$ cat src/rtl/imem_loadable.sv
// Loadable synchronous instruction memory: NOP clear sweep after reset, program-load
// write port, registered fetch with misaligned/out-of-range fault flags.
module imem_loadable #(
  parameter int                    DATA_WIDTH   = 32,
  parameter int                    DEPTH_LOG2   = 5,
  parameter logic [31:0]           BASE_ADDRESS = 32'h0,
  parameter logic [DATA_WIDTH-1:0] NOP_WORD     = '0
) (
  input  logic                  clk,
  input  logic                  reset_n,
  input  logic                  fetch_req,
  input  logic [31:0]           fetch_addr,
  output logic                  fetch_ready,
  output logic                  fetch_valid,
  output logic [DATA_WIDTH-1:0] fetch_data,
  output logic [1:0]            fetch_fault,
  input  logic                  load_en,
  input  logic [DEPTH_LOG2-1:0] load_addr,
  input  logic [DATA_WIDTH-1:0] load_data,
  output logic                  load_ready,
  output logic                  busy
);
  localparam int DEPTH  = 1 << DEPTH_LOG2;
  localparam int TAG_W  = 32 - DEPTH_LOG2 - 2;
  localparam int STAGES = 1;

  typedef enum logic {ST_CLEAR, ST_READY} state_t;

  typedef struct packed {
    logic [1:0]            fault;
    logic [DATA_WIDTH-1:0] data;
  } fetch_rsp_t;

  state_t                state, state_nxt;
  logic [DEPTH_LOG2-1:0] idx, idx_nxt;
  logic [DATA_WIDTH-1:0] mem [DEPTH];
  logic [STAGES:0]       vld_pipe;

  // FSM state register
  always_ff @(posedge clk or negedge reset_n) begin
    if (!reset_n) begin
      state <= ST_CLEAR;
      idx   <= '0;
    end else begin
      state <= state_nxt;
      idx   <= idx_nxt;
    end
  end

  always_comb begin
    state_nxt   = state;
    idx_nxt     = idx;
    fetch_ready = 1'b0;
    load_ready  = 1'b0;
    busy        = 1'b0;
    case (state)
      ST_CLEAR: begin
        busy    = 1'b1;
        idx_nxt = idx + 1'b1;
        if (idx == '1) state_nxt = ST_READY;
      end
      ST_READY: begin
        fetch_ready = 1'b1;
        load_ready  = 1'b1;
      end
      default: state_nxt = ST_CLEAR;
    endcase
  end

  // Single write port shared by the clear sweep and program load
  logic                  wr_en;
  logic [DEPTH_LOG2-1:0] wr_addr;
  logic [DATA_WIDTH-1:0] wr_data;

  assign wr_en   = busy | (load_en & load_ready);
  assign wr_addr = busy ? idx : load_addr;
  assign wr_data = busy ? NOP_WORD : load_data;

  always_ff @(posedge clk) begin
    if (wr_en) mem[wr_addr] <= wr_data;
  end

  // BASE_ADDRESS holds the tag value that address[31:DEPTH_LOG2+2] must match
  logic                  misalign, miss;
  logic [DEPTH_LOG2-1:0] rd_idx;
  fetch_rsp_t            rsp_nxt, rsp;

  assign misalign    = |fetch_addr[1:0];
  assign miss        = fetch_addr[31:DEPTH_LOG2+2] != BASE_ADDRESS[TAG_W-1:0];
  assign rd_idx      = fetch_addr[DEPTH_LOG2+1:2];
  assign vld_pipe[0] = fetch_req & fetch_ready;

  always_comb begin
    rsp_nxt.fault = {miss, misalign};
    rsp_nxt.data  = (miss | misalign) ? NOP_WORD : mem[rd_idx];
  end

  // Read-first: the read sees mem before this edge's write lands
  always_ff @(posedge clk or negedge reset_n) begin
    if (!reset_n) begin
      vld_pipe[STAGES:1] <= '0;
      rsp                <= '0;
    end else begin
      vld_pipe[STAGES:1] <= vld_pipe[STAGES-1:0];
      if (vld_pipe[0]) rsp <= rsp_nxt;
    end
  end

  assign fetch_valid = vld_pipe[STAGES];
  assign fetch_data  = rsp.data;
  assign fetch_fault = rsp.fault;
endmodule

$ cat config.mk
export PLATFORM = sky130hd
export DESIGN_NAME = imem_loadable
export DESIGN_NICKNAME = d
export VERILOG_FILES = /design/src/rtl/imem_loadable.sv
export SDC_FILE = /design/constraint.sdc
export NUM_CORES = 1
export LEC_CHECK = 0
export BUFFER_PORTS_ARGS = -buffer_cell sky130_fd_sc_hd__buf_2
export CAP_MARGIN = 20
export CORE_MARGIN = 2
export CORE_UTILIZATION = 31
export CTS_CLUSTER_DIAMETER = 120
export CTS_CLUSTER_SIZE = 40
export DETAILED_ROUTE_END_ITERATION = 7
export SYNTH_ARGS = -nofsm -noshare
export SYNTH_HDL_FRONTEND = slang
export SYNTH_SLANG_ARGS = --single-unit
$ cat constraint.sdc
create_clock -name clk -period 3.9 [get_ports clk]
set_clock_uncertainty 0.15 [all_clocks]
set_input_delay 0.39 -clock clk [delete_from_list [all_inputs] [get_ports clk]]
set_output_delay 0.39 -clock clk [all_outputs]
set_load 0.05 [all_outputs]
==> impl_metrics.py, run 1 <==
metrics = {
    "run_status": {
        "run_status": "complete, no violations",
    },
    "sta": {
        "fmaxAchievable_mhz": 332.3,
        "final_period_minus_worst_setup_slack_ps": 3009,
        "rsz_0062_raised_after_global_routing": "false",
        "slew_viol_final": 0,
        "layout_worst_path_cycle_share": 0.7716,
        "max_slew_margin": 0.2306,
        "setup_viol": 0,
        "finalHoldViolations": 0,
        "final.setup.worst_slack_ps": 890.7,
        "fin_tns_setup_ps": 0,
        "worst_slew_pin_slew_ps": 1154,
    },
    "die": {
        "core_region_area_um2": 131300,
        "die-width_um": 367.6,
        "die-height_um": 367.6,
        "num_rows": 133,
        "io_pins": 111,
        "fp.dieArea_um2": 135100,
        "starting_density_of_the_core": 0.3121,
    },
    "worst_setup_path": {
        "worst_path_largest_cell_delay_ps": 710,
        "critPathMaxFanout": 27,
        "worstPathRequired_ps": 4120,
        "critical_path.startpoint_type": "flop",
        "cp_slowest_cell": "sky130_fd_sc_hd__nor2_4",
        "cp.arrival_ps": 3230,
        "timing.critical_path.cells": "buf_4 -> nor3b_1 -> a31oi_2 -> buf_6 -> nor2_4 -> buf_4",
        "crit_top_cell": "sky130_fd_sc_hd__buf_4",
        "setup.worst_path.class": "reg -> reg",
        "setup.worst_path.end_class": "flop",
    },
    "placement": {
        "detailedPlacementHpwl_mm": 60.03,
        "place.port_buffers": 110,
        "detailedPlace.worstSlack_ps": 907.2,
        "gpl.final_weighted_congestion": 0.7768,
        "dp_cells": 3733,
    },
    "cts": {
        "root_buffer": "sky130_fd_sc_hd__clkbuf_16",
        "worst_setup_hold_path_clk_slew_ps": 140,
        "post_cts_buffers": 0,
        "ctsResizeCount": 0,
        "ctsLongestPathBuffers": 3,
        "cts_tree": "yes",
        "numCtsBuffers": 30,
        "clock_sinks": 1065,
        "htree_num_levels": 1,
        "holdBufCountCts": 8,
        "clk-insertion-delay-late_ps": 670,
    },
    "synthesis": {
        "netlist_area_um2": 40970,
        "synth_instances": 1873,
        "synth_top_area_frac": 0.7505,
        "ys_warn_count": 0,
        "yosysTopAreaCell": "sky130_fd_sc_hd__edfxtp_1",
        "synthFlopType": "sky130_fd_sc_hd__edfxtp_1",
        "synth_enable_flop_cells": 1024,
        "ys_ff_latch": 1065,
        "yosysSeqAreaShare": 0.7755,
        "yosysUniqueCellTypes": 50,
        "synth_area_leaders": "sky130_fd_sc_hd__edfxtp_1 75%, sky130_fd_sc_hd__mux4_2 14%, sky130_fd_sc_hd__dfrtp_1 2.5%, sky130_fd_sc_hd__mux2i_1 1.6%, sky130_fd_sc_hd__mux2_2 0.96%",
        "synthesis.area_per_instance_um2": 21.88,
        "synth_nets": 1948,
        "synthArstFlopShare": 0.03850,
    },
    "pwr": {
        "cellLeakagePower_nw": 14.27,
        "p_total_mw": 18.38,
        "pwr_density_cell_nw_per_um2": 401.0,
        "ir_drop_mv": 0.3643,
    },
    "route": {
        "wl_mm": 103.5,
        "drtPass1Iterations": 5,
        "route.detailed.vias_per_inst": 5.152,
        "remaining_drc_errors": 0,
        "vias": 19640,
        "antenna_violating_nets_post_route": 0,
        "avgRoutedWirePerCell_um": 27.16,
        "drt_iter0_drc": 2381,
    },
    "finish": {
        "finalNetCount": 2110,
        "layout-drive-gt1-share": 0.2810,
        "antenna_cells": 0,
        "layout.cells.non_filler": 3812,
        "flow.area_growth_from_synthesis_pct": 11.89,
    },
    "global_route": {
        "initial_antenna_violation_count": 1,
        "grt_remaining_overflow": 0,
        "global_route.usage.met2": 0.2567,
        "grt.met1_usage": 0.2039,
        "grtUsageTotal": 0.1501,
        "grt_use_met3": 0.02093,
        "grt_busiest_layer": "met2",
        "vias_in_the_first_global_route": 19930,
        "grt_pass1_wl_mm": 147.2,
        "grt_start_max_net_pins": 56,
    },
    "flow_run": {
        "max_cap_violations": 0,
    },
    "worst_hold_path": {
        "min_delay_path_class": "in -> reg",
    },
}
[cells by family (layout without fill, tap and decap cells)]
logic type	count (synthesis)	in the layout	synth area share
simple gates	169	169	0.01945
mux	352	352	0.1624
fa+ha+maj	2	2	0.0006106
flops	1065	1065	0.7755
compound gates	152	152	0.02629
buf+inv	130	314	0.01509
xor+xnor	3	3	0.0006414
[worst max-delay path: cells and delay by family (launching register included)]
family                 cells  cell delay (ps)
AND/OR/NAND/NOR            2             1030
flip-flops                 1              470
buffers and inverters      3              860
AO/OA/AOI/OAI              1              180
[path summary, 6_finish.rpt]
kind                           startpoint              to  slack [ps]  depth (start not counted)
max                                 state      mem[9][30]         890                          6
min                         load_data[10]     mem[30][10]          40                          2
max reg2reg                         state      mem[9][30]         890                          6
min reg2reg                fetch_data[25]  fetch_data[25]         360                          2
max in group asynchronous         reset_n  fetch_data[15]        3030                          3
min in group asynchronous         reset_n   fetch_data[6]         180                          3
[where the power goes]
| part | switching (mW) | internal, mW |
|---|---|---|
| clock | 3.14 | 1.53 |
| combinational | 0.695 | 0.461 |
| sequential | 0.00352 | 12.6 |
[cells in the mapped netlist, types with 3 or more instances]
| master | count |
|---|---|
| sky130_fd_sc_hd__o21ai_0 | 5 |
| sky130_fd_sc_hd__buf_2 | 29 |
| sky130_fd_sc_hd__o22ai_1 | 30 |
| sky130_fd_sc_hd__inv_1 | 3 |
| sky130_fd_sc_hd__nor4_1 | 5 |
| sky130_fd_sc_hd__xnor2_1 | 3 |
| sky130_fd_sc_hd__mux2_2 | 35 |
| sky130_fd_sc_hd__edfxtp_1 | 1024 |
| sky130_fd_sc_hd__o21ai_1 | 24 |
| sky130_fd_sc_hd__clkbuf_1 | 50 |
| sky130_fd_sc_hd__buf_4 | 9 |
| sky130_fd_sc_hd__mux4_2 | 246 |
| sky130_fd_sc_hd__buf_6 | 8 |
| sky130_fd_sc_hd__o221ai_1 | 30 |
| sky130_fd_sc_hd__mux2_1 | 7 |
| sky130_fd_sc_hd__dfrtp_1 | 41 |
| sky130_fd_sc_hd__nand3_1 | 6 |
| sky130_fd_sc_hd__buf_1 | 5 |
| sky130_fd_sc_hd__nor2b_1 | 4 |
| sky130_fd_sc_hd__nand2_1 | 63 |
| sky130_fd_sc_hd__nand4_1 | 3 |
| sky130_fd_sc_hd__a22o_1 | 5 |
| sky130_fd_sc_hd__mux2i_1 | 64 |
| sky130_fd_sc_hd__a221oi_1 | 5 |
| sky130_fd_sc_hd__a21oi_1 | 17 |
| sky130_fd_sc_hd__and2_1 | 32 |
| sky130_fd_sc_hd__clkinv_1 | 26 |
| sky130_fd_sc_hd__a211o_1 | 24 |
| sky130_fd_sc_hd__nor2_1 | 43 |
[metal layers]
layer  vias up  part of all wire
met3       104             0.059
li1       8088                 -
met4         0             0.023
met5         -                 0
met2       653              0.50
met1     10800              0.42
[through the flow]
step           hold WS [ps]  utilization  instance area (um^2)
3_3_place_gp          314.2       0.3391                 44520
4_1_cts               26.45       0.3464                 45480
3_5_place_dp          324.4       0.3391                 44520
6_report              40.55       0.3492                 45840
2_1_floorplan        -55.59            -                 40970
5_1_grt               24.44       0.3492                 45840
[layout by cell type (no fill, tap or decap), types with 4 or more instances in the layout]
master and instances:
sky130_fd_sc_hd__a211o_1 24, sky130_fd_sc_hd__buf_12 25, sky130_fd_sc_hd__o21ai_0 5, sky130_fd_sc_hd__nor4_1 5, sky130_fd_sc_hd__mux2i_1 64, sky130_fd_sc_hd__buf_16 8
sky130_fd_sc_hd__nand2_1 60, sky130_fd_sc_hd__a221oi_1 5, sky130_fd_sc_hd__o221ai_1 30, sky130_fd_sc_hd__mux2_1 7, sky130_fd_sc_hd__a22o_1 5, sky130_fd_sc_hd__a21oi_1 16
sky130_fd_sc_hd__nor2_1 11, sky130_fd_sc_hd__buf_8 8, sky130_fd_sc_hd__buf_2 106, sky130_fd_sc_hd__nand3_1 6, sky130_fd_sc_hd__edfxtp_1 1024, sky130_fd_sc_hd__mux4_2 246
sky130_fd_sc_hd__mux2_2 35, sky130_fd_sc_hd__o22ai_1 30, sky130_fd_sc_hd__clkbuf_1 21, sky130_fd_sc_hd__nor2b_1 4, sky130_fd_sc_hd__clkinv_1 26, sky130_fd_sc_hd__dfrtp_1 40
sky130_fd_sc_hd__clkbuf_16 32, sky130_fd_sc_hd__dlygate4sd3_1 8, sky130_fd_sc_hd__o21ai_1 24, sky130_fd_sc_hd__and2_1 32, sky130_fd_sc_hd__nor2_4 32, sky130_fd_sc_hd__buf_4 74
[sequential cells by signal, indices dropped and copies added, names as in the netlist]
name         count
fetch_fault      2
fetch_valid      1
state            1
mem           1024
idx              5
fetch_data      32
[area by class of cell]
type	count	area, um^2
fill	12010	85450
clock inverter	2	21.27
multi-input combinational	678	8843
tap	1755	2196
sequential	1065	31780
inverter	29	108.9
clock buffer	52	854.6
timing repair buffer	231	2043
Note: power is estimated with default switching activity, not from simulation.
==> run 2: changes to the inputs <==
- ABC_AREA: not set -> 1
- clock period: 3.9 -> 2.5 ns (I/O delays scaled with it)
==> run 2 against run 1 <==
Clock-buffer cell count rose by 1. Via count is 44% higher. Critical path depth is 4 higher. Non-clock buffer count is 122 higher. Final cell count up 49%. Synthesized cell count up 94%. Hold slack lost 0.95 ps. Power rose by 61%. Sequential power increased by 56%. Wire length rose by 17%. Flip-flop and latch count unchanged.
==> impl_metrics.py, run 2 <==
metrics = {
    "synthesis": {
        "synthFlopType": "sky130_fd_sc_hd__edfxtp_1",
        "yosysSeqAreaShare": 0.7349,
        "netlist_area_um2": 43240,
        "yosysTopAreaCell": "sky130_fd_sc_hd__edfxtp_1",
        "synth_nets": 3714,
        "synthTopCellsByCount": "1286 x sky130_fd_sc_hd__nand2_1, 1024 x sky130_fd_sc_hd__edfxtp_1, 925 x sky130_fd_sc_hd__nand3_1, 111 x sky130_fd_sc_hd__buf_2, 57 x sky130_fd_sc_hd__nor2_1",
        "ys_ff_latch": 1065,
        "synth_enable_flop_cells": 1024,
        "yosysUniqueCellTypes": 26,
        "synth_instances": 3639,
        "synthesis.area_per_instance_um2": 11.88,
        "synthArstFlopShare": 0.03850,
        "ys_warn_count": 0,
        "yosysMostFrequentCell": "sky130_fd_sc_hd__nand2_1",
        "synth_top_area_frac": 0.7111,
        "synth_area_leaders": "sky130_fd_sc_hd__edfxtp_1 71%, sky130_fd_sc_hd__nand2_1 11%, sky130_fd_sc_hd__nand3_1 11%, sky130_fd_sc_hd__dfrtp_1 2.4%, sky130_fd_sc_hd__buf_2 1.3%",
    },
    "die": {
        "num_rows": 137,
        "starting_density_of_the_core": 0.3110,
        "core_region_area_um2": 139000,
        "die-width_um": 377.5,
        "fp.dieArea_um2": 142500,
        "die-height_um": 377.5,
        "io_pins": 111,
    },
    "pwr": {
        "cellLeakagePower_nw": 17.66,
        "ir_drop_mv": 0.4794,
        "pwr_density_cell_nw_per_um2": 603.2,
    },
    "global_route": {
        "initial_antenna_violation_count": 2,
        "vias_in_the_first_global_route": 26630,
        "grt_pass1_wl_mm": 178.8,
        "grt_start_max_net_pins": 80,
        "grtUsageTotal": 0.1667,
        "grt_remaining_overflow": 0,
    },
    "finish": {
        "flip_flop_count_of_the_largest_register_all_copies_and_words_added": 1024,
        "largest-register": "mem",
        "antenna_cells": 0,
        "finalNetCount": 3871,
        "most-common-layout-cells": "1278 x sky130_fd_sc_hd__nand2_1, 1024 x sky130_fd_sc_hd__edfxtp_1, 921 x sky130_fd_sc_hd__nand3_1",
        "share_of_the_core_filled_with_cells_in_the_final_layout": 0.3528,
        "layout-drive-gt1-share": 0.1126,
        "number_of_fill_cells": 13640,
        "mostFrequentLayoutCell": "sky130_fd_sc_hd__nand2_1",
        "flow.area_growth_from_synthesis_pct": 13.41,
    },
    "placement": {
        "place.port_buffers": 110,
        "detailedPlacementHpwl_mm": 76.02,
        "gpl.final_weighted_congestion": 0.8400,
    },
    "sta": {
        "fin_tns_setup_ps": 0,
        "final_period_minus_worst_setup_slack_ps": 2388,
        "finalHoldViolations": 0,
        "worst_slew_pin_slew_ps": 738.2,
        "fmaxAchievable_mhz": 418.7,
        "slew_viol_final": 0,
        "rsz_0062_raised_after_global_routing": "false",
        "setup_viol": 0,
        "max_slew_margin": 0.5067,
        "layout_worst_path_cycle_share": 0.9553,
    },
    "worst_setup_path": {
        "cp.arrival_ps": 2630,
        "setup.worst_path.class": "reg -> reg",
        "setup.worst_path.end_class": "flop",
        "worst_r2r_startpoint": "state",
        "ff2ff_path_depth": 10,
        "timing.rr.end": "mem[19][26]",
        "critical_path.startpoint": "state",
        "critPathMaxFanout": 17,
        "worstPathRequired_ps": 2740,
        "ff2ff_setup_slack_ps": 110,
        "critical_path.startpoint_type": "flop",
    },
    "cts": {
        "numCtsBuffers": 30,
        "cts_tree": "yes",
        "ctsLongestPathBuffers": 3,
        "worst_setup_hold_path_clk_slew_ps": 150,
        "clock_sinks": 1065,
        "htree_num_levels": 1,
        "clk-insertion-delay-late_ps": 680,
        "root_buffer": "sky130_fd_sc_hd__clkbuf_16",
    },
    "route": {
        "wl_mm": 121.4,
        "antenna_violating_nets_post_route": 0,
        "vias": 28200,
        "route.detailed.vias_per_inst": 4.951,
        "drt_iter0_drc": 3208,
        "drtPass1Iterations": 6,
        "remaining_drc_errors": 0,
        "avgRoutedWirePerCell_um": 21.32,
    },
    "worst_hold_path": {
        "min_delay_path_depth": 6,
        "worstHoldEndpoint": "fetch_data[3]",
        "min_delay_path_class": "in -> reg",
        "min_from": "fetch_addr[5]",
    },
    "run_status": {
        "run_status": "complete, no violations",
    },
    "flow_run": {
        "max_cap_violations": 0,
    },
}
[run 2: cell types whose count changed in the layout (fill, tap and decap cells not counted), moves of 24 or more]
cell / before / now
sky130_fd_sc_hd__inv_1: 3 / 47
sky130_fd_sc_hd__and2_1: 32 / 0
sky130_fd_sc_hd__mux2_2: 35 / 0
sky130_fd_sc_hd__a211o_1: 24 / 0
sky130_fd_sc_hd__buf_12: 25 / 86
sky130_fd_sc_hd__clkinv_1: 26 / 0
sky130_fd_sc_hd__nand3_1: 6 / 921
sky130_fd_sc_hd__mux4_2: 246 / 0
sky130_fd_sc_hd__buf_4: 74 / 132
sky130_fd_sc_hd__nand2_1: 60 / 1278
sky130_fd_sc_hd__mux2i_1: 64 / 0
sky130_fd_sc_hd__o22ai_1: 30 / 0
sky130_fd_sc_hd__o221ai_1: 30 / 0
[run 2: final cells by class]
class | count | area, um^2 | share of cell area
clock buffers | 53 | 858.3 | 0.01750
clock inverters | 2 | 17.52 | 0.0003572
inverters | 57 | 254.0 | 0.005179
multi-input cells | 2289 | 10220 | 0.2085
flip-flops and latches | 1065 | 31780 | 0.6480
well taps | 1876 | 2347 | 0.04786
repair buffers | 353 | 3562 | 0.07264
[run 2: metal layers]
layer / vias up / GRT usage / wire length (um)
li1: 12990 / - / -
met1: 13950 / 0.2351 / 52020
met2: 1079 / 0.2666 / 56230
met3: 172 / 0.01666 / 8264
met4: 0 / 0.06068 / 4875
met5: - / 0 / 0
[run 2: kinds of logic after synthesis]
kind of cell,count (synthesis),share of synthesized area
AND/OR/NAND/NOR,2277,0.2249
flip-flops,1065,0.7349
buffers and inverters,286,0.03805
AO/OA/AOI/OAI,6,0.0009836
XOR/XNOR,3,0.0006078
adder cells (fa/ha/maj),2,0.0005786
[run 2: repair_timing]
| action | 4_1_cts | 5_1_grt |
|---|---|---|
| endpoints found under the hold margin | 588 | 0 |
| endpoints found under the setup margin | 32 | 0 |
| hold buffers | 25 | 0 |
| resized for setup | 1 | 0 |
| setup buffers | 0 | 0 |
[run 2: stage by stage]
step	worst slack, ps	power (mW)	std cells	hold slack (ps)	cell area [um^2]
CTS	113.4	29.73	5695	10.36	49040
floorplan	-38.89	21.42	3639	-195.6	43640
detailed placement	-37.90	22.54	5614	131.4	47900
global placement	-131.9	22.52	5612	130.1	47850
finish	111.8	29.58	5695	39.60	49040
global route	47.76	30.45	5695	50.17	49040
[run 2: worst max path at each step]
stage                   to  cells after the start
5_1_grt        mem[20][24]                     10
3_3_place_gp   mem[10][23]                      7
4_1_cts        mem[20][24]                     10
3_5_place_dp   mem[14][25]                      7
6_report       mem[19][26]                     10
2_1_floorplan   mem[11][0]                      8
[run 2: where the power goes]
group	total [mW]	switching, mW	internal, mW
logic	2.58	1.81	0.766
clock network	7.41	5.02	2.39
registers	19.6	0.00593	19.6
[run 2: critical path, stage by stage, from the launching register on]
cell and delay (ps):
sky130_fd_sc_hd__dfrtp_2 510, sky130_fd_sc_hd__inv_8 40, sky130_fd_sc_hd__or2_1 230, sky130_fd_sc_hd__o21ai_2 80, sky130_fd_sc_hd__buf_4 150, sky130_fd_sc_hd__buf_4 100
sky130_fd_sc_hd__inv_2 50, sky130_fd_sc_hd__nor2_4 170, sky130_fd_sc_hd__nand2_4 130, sky130_fd_sc_hd__nor2_4 250, sky130_fd_sc_hd__buf_12 220
